`config.mk`:
```
export PLATFORM = sky130hd
export DESIGN_NAME = capture_ctrl
export DESIGN_NICKNAME = d
export VERILOG_FILES = /design/src/rtl/capture_ctrl.sv
export SDC_FILE = /design/constraint.sdc
export NUM_CORES = 1
export LEC_CHECK = 0
export ABC_CLOCK_PERIOD_IN_PS = 11500
export CORE_ASPECT_RATIO = 1.75
export CORE_MARGIN = 5
export CORE_UTILIZATION = 35
export CTS_CLUSTER_SIZE = 8
export DETAILED_ROUTE_END_ITERATION = 10
export PLACE_DENSITY = 0.54
export RECOVER_POWER = 25
export SYNTH_ARGS = -nofsm -noshare
export SYNTH_HDL_FRONTEND = slang
export SYNTH_SLANG_ARGS = --single-unit
```
`constraint.sdc`:
```
create_clock -name clk -period 11.5 [get_ports clk]
set_clock_uncertainty 0.15 [all_clocks]
set_input_delay 2.3 -clock clk [delete_from_list [all_inputs] [get_ports clk]]
set_output_delay 2.3 -clock clk [all_outputs]
set_load 0.02 [all_outputs]
```
`src/rtl/capture_ctrl.sv`:
```
// Multi-channel capture controller: circular sample buffer with programmable
// pre-/post-trigger split, abort, clamped trigger position and auto re-arm.
module capture_ctrl #(
  parameter int unsigned ENTRIES = 384,
  parameter int unsigned LOG2    = 9,
  parameter int unsigned NCHAN   = 5
) (
  input  logic             clk,
  input  logic             rst_n,
  input  logic             run_mode,
  input  logic             abort,
  input  logic             cont_mode,
  input  logic [LOG2-1:0]  trig_pos,
  input  logic [NCHAN-1:0] chan_en,
  input  logic             wrt_smpl,
  input  logic             trig,
  input  logic             capture_done,
  output logic             armed,
  output logic             set_capture_done,
  output logic [NCHAN-1:0] we,
  output logic [LOG2-1:0]  waddr,
  output logic [LOG2-1:0]  trig_addr,
  output logic             busy
);

  localparam int unsigned CW = LOG2 + 1;
  typedef logic [CW-1:0]   cnt_t;
  typedef logic [LOG2-1:0] addr_t;
  localparam cnt_t  FULL = cnt_t'(ENTRIES);
  localparam addr_t LAST = addr_t'(ENTRIES - 1);

  typedef enum logic [2:0] {IDLE, PRE, ARMED, POST, DONE_HI, DONE_LO} state_t;

  state_t state;
  cnt_t   pre_cnt, post_cnt;
  cnt_t   tp, need, pre_nxt, post_nxt;
  addr_t  waddr_nxt;
  logic   capturing, stop, wr;

  // Clamp the requested post-trigger count into 1..ENTRIES
  always_comb begin
    tp = cnt_t'(trig_pos);
    if (trig_pos == '0)
      tp = cnt_t'(1);
    else if (cnt_t'(trig_pos) > FULL)
      tp = FULL;
  end

  assign need      = FULL - tp;
  assign capturing = (state == PRE) || (state == ARMED) || (state == POST);
  // A cancelled cycle neither writes nor advances the address
  assign stop      = abort || (capturing && !run_mode);
  assign wr        = capturing && wrt_smpl && !stop;
  assign we        = wr ? chan_en : '0;
  assign busy      = (state != IDLE);

  assign waddr_nxt = (waddr == LAST) ? '0 : waddr + addr_t'(1);
  assign pre_nxt   = (pre_cnt >= FULL) ? FULL : pre_cnt + cnt_t'(1);
  assign post_nxt  = post_cnt + cnt_t'(1);

  always_ff @(posedge clk) begin
    if (!rst_n) begin
      state            <= IDLE;
      armed            <= 1'b0;
      set_capture_done <= 1'b0;
      waddr            <= '0;
      trig_addr        <= '0;
      pre_cnt          <= '0;
      post_cnt         <= '0;
    end else begin
      set_capture_done <= 1'b0;
      if (wr)
        waddr <= waddr_nxt;

      if (stop) begin
        state <= IDLE;
        armed <= 1'b0;
      end else begin
        case (state)
          IDLE: begin
            if (run_mode) begin
              waddr     <= '0;
              trig_addr <= '0;
              pre_cnt   <= '0;
              post_cnt  <= '0;
              state     <= PRE;
            end
          end
          PRE: begin
            if (wr)
              pre_cnt <= pre_nxt;
            if (pre_cnt >= need) begin
              armed <= 1'b1;
              state <= ARMED;
            end
          end
          ARMED: begin
            if (wr && trig) begin
              trig_addr <= waddr;
              post_cnt  <= cnt_t'(1);
              if (tp == cnt_t'(1)) begin
                state            <= DONE_HI;
                set_capture_done <= 1'b1;
                armed            <= 1'b0;
              end else begin
                state <= POST;
              end
            end
          end
          POST: begin
            if (wr) begin
              post_cnt <= post_nxt;
              if (post_nxt == tp) begin
                state            <= DONE_HI;
                set_capture_done <= 1'b1;
                armed            <= 1'b0;
              end
            end
          end
          DONE_HI: begin
            if (capture_done)
              state <= DONE_LO;
          end
          DONE_LO: begin
            if (!capture_done) begin
              if (cont_mode && run_mode) begin
                waddr     <= '0;
                trig_addr <= '0;
                pre_cnt   <= '0;
                post_cnt  <= '0;
                state     <= PRE;
              end else begin
                state <= IDLE;
              end
            end
          end
          default: state <= IDLE;
        endcase
      end
    end
  end

endmodule

```
* Yosys cells after proc, flatten, opt, wreduce, memory -nomap -nowiden
Index checks and enable logic that the tools add are counted.
** Word-level totals
- Output and inout bits :: 26
- Register bits :: 43
- Logic and storage cells :: 102
** Operators by class
- Multiplexer cells :: 45
- Order comparisons :: 3
- Bitwise gates (word level) :: 2
- Add/sub/neg operators :: 4
- Equal/unequal tests :: 18
- Reductions and logical operators :: 23
** Operator list (count)
- 2-to-1 mux 9 bit :: 12
- 2-to-1 mux 10 bit :: 7
- case mux 10 bit (4 select lines) :: 1
- case mux 10 bit (3 select lines) :: 1
- case mux 9 bit (3 select lines) :: 1
- 2-to-1 mux 3 bit :: 8
- adder 10 x 1 -> 10 bit, second input constant :: 2
- case mux 3 bit (6 select lines) :: 1
- case mux 9 bit (2 select lines) :: 1
- AND reduction 6 bit :: 3
- AND reduction 7 bit :: 2
- inequality test 2 bit, second input constant :: 6
- nonzero test 3 bit :: 4
- equality test 10 x 1 -> 1 bit, second input constant :: 1
- equality test 10 bit :: 1
- greater-or-equal comparator 10 bit :: 1
- greater-or-equal comparator 10 x 9 -> 1 bit, second input constant :: 1
- 2-to-1 mux 1 bit :: 10
- subtractor 9 x 10 -> 10 bit, first input constant :: 1
- adder 9 x 1 -> 9 bit, second input constant :: 1
- equality test 9 bit, second input constant :: 1
- > comparator 9 bit, second input constant :: 1
- zero test 9 bit :: 1
- inequality test 2 x 1 -> 1 bit, second input constant :: 4
- 13 further kinds :: 23

* Longest topological paths before layout
- Word-level depth :: 12
- Depth in mapped cells :: 15

* Worst setup path after synthesis
Ideal clock, no wire load.
- Path type :: in2out
- From :: input port abort
- To :: output port we[0]
- Stages on the path :: 4
- Setup slack :: 5.714 ns
- Path buffers :: 1
- Required time :: 9.050 ns
- Data arrival time :: 3.336 ns
- Cell sequence :: nand3b_1 nor3b_1 clkbuf_1 and2_1
** On the way
- Word-level cells in the longest chain between the ends :: 4
** Ends and longest elaborated chain
- from (decl) :: line 11 : input logic abort,
- logical OR 1 bit :: line 52 : assign stop = abort || (capturing && !run_mode);
- zero test 1 bit :: line 53 : assign wr = capturing && wrt_smpl && !stop;
- logical AND 1 bit :: line 53
- 2-to-1 mux 5 bit :: line 54 : assign we = wr ? chan_en : '0;
- to (decl) :: line 20 : output logic [NCHAN-1:0] we,
No other way between the ends.

* Final worst setup path
- From :: input port run_mode
- To :: output port we[1]
** On the way
- Word-level cells in the longest chain between the ends :: 6
** Ends and longest elaborated chain
- from (decl) :: line 10 : input logic run_mode,
- zero test 1 bit :: line 52
- logical AND 1 bit :: line 52
- logical OR 1 bit :: line 52
- zero test 1 bit :: line 53
- logical AND 1 bit :: line 53
- 2-to-1 mux 5 bit :: line 54
No other way between the ends.

==> run_results.csv <==
group,metric,value,unit
timing,max_slew.worst_pin.slew,1.13,ns
final_layout,fin_cells,558,
route,drc,0,
clock_tree,ctsResizeCount,0,
clock_tree,cts_max_path_buffers,2,
grt,grt_pass1_wl,14.5,mm
timing,fin_crit_sh,63.7,%
clock_tree,cts_tree,"done",
place,port_buffers,47,
grt,antenna_found_initial,0,
floorplan,die_area,0.0112,mm^2
timing,max_freq,136,MHz
setup_path,cp.required,9.05,ns
final_layout,antenna_cells,0,
route,routed_wl,8.84,mm
clock_tree,post_cts_buffers,0,
place,dpl.hpwl,6.73,mm
route,antenna_left,0,
synthesis,synthCells,408,
setup_path,critPathCaptureType,"output port",
setup_path,crit_chain,"clkdlybuf4s50_1, nand3b_1, nor3b_1, and2_1, clkdlybuf4s50_1",
route,vias,2996,
outcome,status,"completed",
floorplan,die_width,82.0,um
synthesis,netlist_area,0.00318,mm^2
timing,layout_min_cycle_time,7.33,ns
power_and_ir_drop,power_density,91.4,mW/mm^2
timing,setup_violations,0,
route,detail_route.wl_per_cell,15.8,um
power_and_ir_drop,p_leak,1.37,nW
final_layout,drive_gt1_share,5.94,%
power_and_ir_drop,peakVddDrop,79.1,uV
run,cap_viol_max_count,0,
clock_tree,cts_root_buf,"clkbuf_16",
clock_tree,clock_latency,0.29,ns
setup_path,crit_path_max_incr_delay,0.94,ns
synthesis,synth_edf_count,0,
synthesis,synth_top_flop_cell,"dfxtp_1",
synthesis,async_flop_share,0,%
worst_hold_path,worstHoldPathType,"reg2reg",
setup_path,crit_family,"simple AND/OR/NAND/NOR gates",
final_layout,area_growth_syn_to_layout,20.7,%
setup_path,critPathMaxFanout,11,
route,viasPerCell,5.37,
clock_tree,clkTransAtPathRegs,0.06,ns
grt,grt_overflow,0,
setup_path,path_common_cell,"clkdlybuf4s50_1",
setup_path,cp_num_buf_inv,2,
floorplan,core-area,0.00898,mm^2
final_layout,finish.utilization,42.7,%
floorplan,ioPinCount,48,
clock_tree,cts.sinks,43,
synthesis,ys_seq_elements,43,
synthesis,synth_cell_types,68,
floorplan,die_h,136,um
timing,slew-limit-headroom,24.2,%
final_layout,nNetsFinal,476,
grt,grt_pass1_vias,3056,
timing,rsz0062_at_grt,"false",
synthesis,synth_top_cell_by_area,"dfxtp_1",
synthesis,synth_area_leaders,"dfxtp_1, ha_1, nor2_1, o21ai_0, nand2_1",
synthesis,synth.net_count,446,
place,dp_slack,4.14,ns
power_and_ir_drop,total_power,0.351,mW
clock_tree,cts_buffers,5,
synthesis,avgSynthCellArea,7.79,um^2
setup_path,arrival,4.88,ns
floorplan,rows,46,
place,dpl.cell_count,551,
floorplan,start_util,35.4,%
clock_tree,cts_hold_buffers,0,
synthesis,synth-seq-area-share,27.1,%
route,drt_iter0_drc,95,
setup_path,startpoint_type,"primary input",
timing,worst_slack,4.17,ns
grt,grtUsageTotal,16.9,%
timing,maxSlewViolCount,0,
synthesis,synth_top_area_share,27.1,%
grt,grt_max_degree,32,
clock_tree,htree_levels,2,
timing,setup-tns-final,0,ns
setup_path,crit_slowest_cell,"nor3b_1",
setup_path,worstSetupPathType,"in2out",
timing,hold_viol,0,
synthesis,yosys_warnings,0,
route,first_pass_iters,5,
place,gp_congestion,0.845,
registers in the layout, summed over array words and instances (netlist names):
| name | count |
|---|---|
| set_capture_done | 1 |
| armed | 1 |
| post_cnt | 10 |
| state | 3 |
| pre_cnt | 10 |
| waddr | 9 |
| trig_addr | 9 |
layout by cell type, fill, tap and decap left out, types with 4 or more instances in the layout:
master	count
dfxtp_1	43
dlygate4sd3_1	17
nor4_1	4
nand3_1	17
xor2_1	8
o21ai_0	26
clkdlybuf4s50_1	30
nor3_1	9
or3_1	5
a211o_1	4
and3_1	4
ha_1	16
a22oi_1	9
a21boi_0	9
mux2i_1	4
a21oi_1	22
clkbuf_16	5
and2_1	13
nand2_1	33
nand4b_1	4
nand3b_1	4
nand2b_1	5
nor2_1	45
inv_1	9
nor2b_1	12
o21a_1	5
xnor2_1	13
nand4_1	5
layer usage:
metal	global-route usage, %	vias up	wire length, um
met5	0	-	0
met3	4.05	15	289
li1	-	1527	-
met4	7.39	0	240
met2	31.5	46	4820
met1	17.1	1408	3490
Yosys cell counts, types with 2 or more instances:
cell type and instances:
o211ai_1 3, and2b_1 2, and2_1 13, o21a_1 5
a22oi_1 9, a21oi_1 22, nand4_1 5, a21boi_0 9
o32ai_1 2, xor2_1 8, nor3_1 9, nand2b_1 5
and4_1 2, nand2_1 33, a21o_1 2, xnor2_1 13
nor3b_1 2, ha_1 16, buf_2 7, nor4_1 4
or2_2 2, nand3_1 17, mux2i_1 4, nand3b_1 4
or3_1 5, clkbuf_1 16, nand4b_1 4, a31oi_1 3
a21boi_1 2, o21bai_1 3, o31ai_1 2, inv_1 9
nor2_1 45, a211o_1 4, a2111oi_4 2, o21ai_0 26
and3_1 4, nor4_2 2, dfxtp_1 43, nor2b_1 12
where the power goes:
| group | internal, mW | switching [mW] | total [mW] |
|---|---|---|---|
| sequential | 0.150 | 0.00281 | 0.152 |
| clock | 0.0849 | 0.0592 | 0.144 |
| combinational | 0.0233 | 0.0310 | 0.0543 |
| total | 0.258 | 0.0930 | 0.351 |
metrics by stage:
step | instance area, um^2 | hold WS (ns)
6_report | 3840 | 0.367
4_1_cts | 3840 | 0.369
3_5_place_dp | 3690 | 0.357
5_1_grt | 3840 | 0.400
3_3_place_gp | 3690 | 0.340
2_1_floorplan | 3180 | 0.327
worst register-to-register path, delay by kind of cell (launching register included):
family,cells,cell delay [ns]
AOI/OAI and AO/OA,1,0.27
DFF,1,0.82
and+or+nand+nor,5,1.79
path summary, 6_finish.rpt:
| path | from | to | slack, ns | depth (start not counted) |
|---|---|---|---|---|
| worst max-delay path | run_mode | we[1] | 4.17 | 5 |
| worst max register to register | state[0] | waddr[4] | 8.36 | 6 |
| worst min register to register | pre_cnt[9] | pre_cnt[9] | 0.37 | 2 |
| worst min-delay path | pre_cnt[9] | pre_cnt[9] | 0.37 | 2 |
kinds of logic (layout without fill, tap and decap cells):
kind of cell               Yosys count  count (layout)  share of synthesized area [%]
other                                1               1                          0.118
buffers and inverters               33              63                           4.41
AOI/OAI and AO/OA                  108             108                           23.9
muxes                                5               5                           1.61
and+or+nand+nor                    181             181                           30.8
DFF                                 43              43                           27.1
adders and majority gates           16              16                           6.30
xor gates and xnor gates            21              21                           5.79
cell type report:
type	instances	area [um^2]
multi-input combinational	332	2180
tap	120	150
fill	971	5140
clock inverter	1	5.00
inverter	9	33.8
timing repair buffer	47	470
clock buffer	6	139
sequential	43	861
No activity file was read; power rests on OpenSTA's default activity.
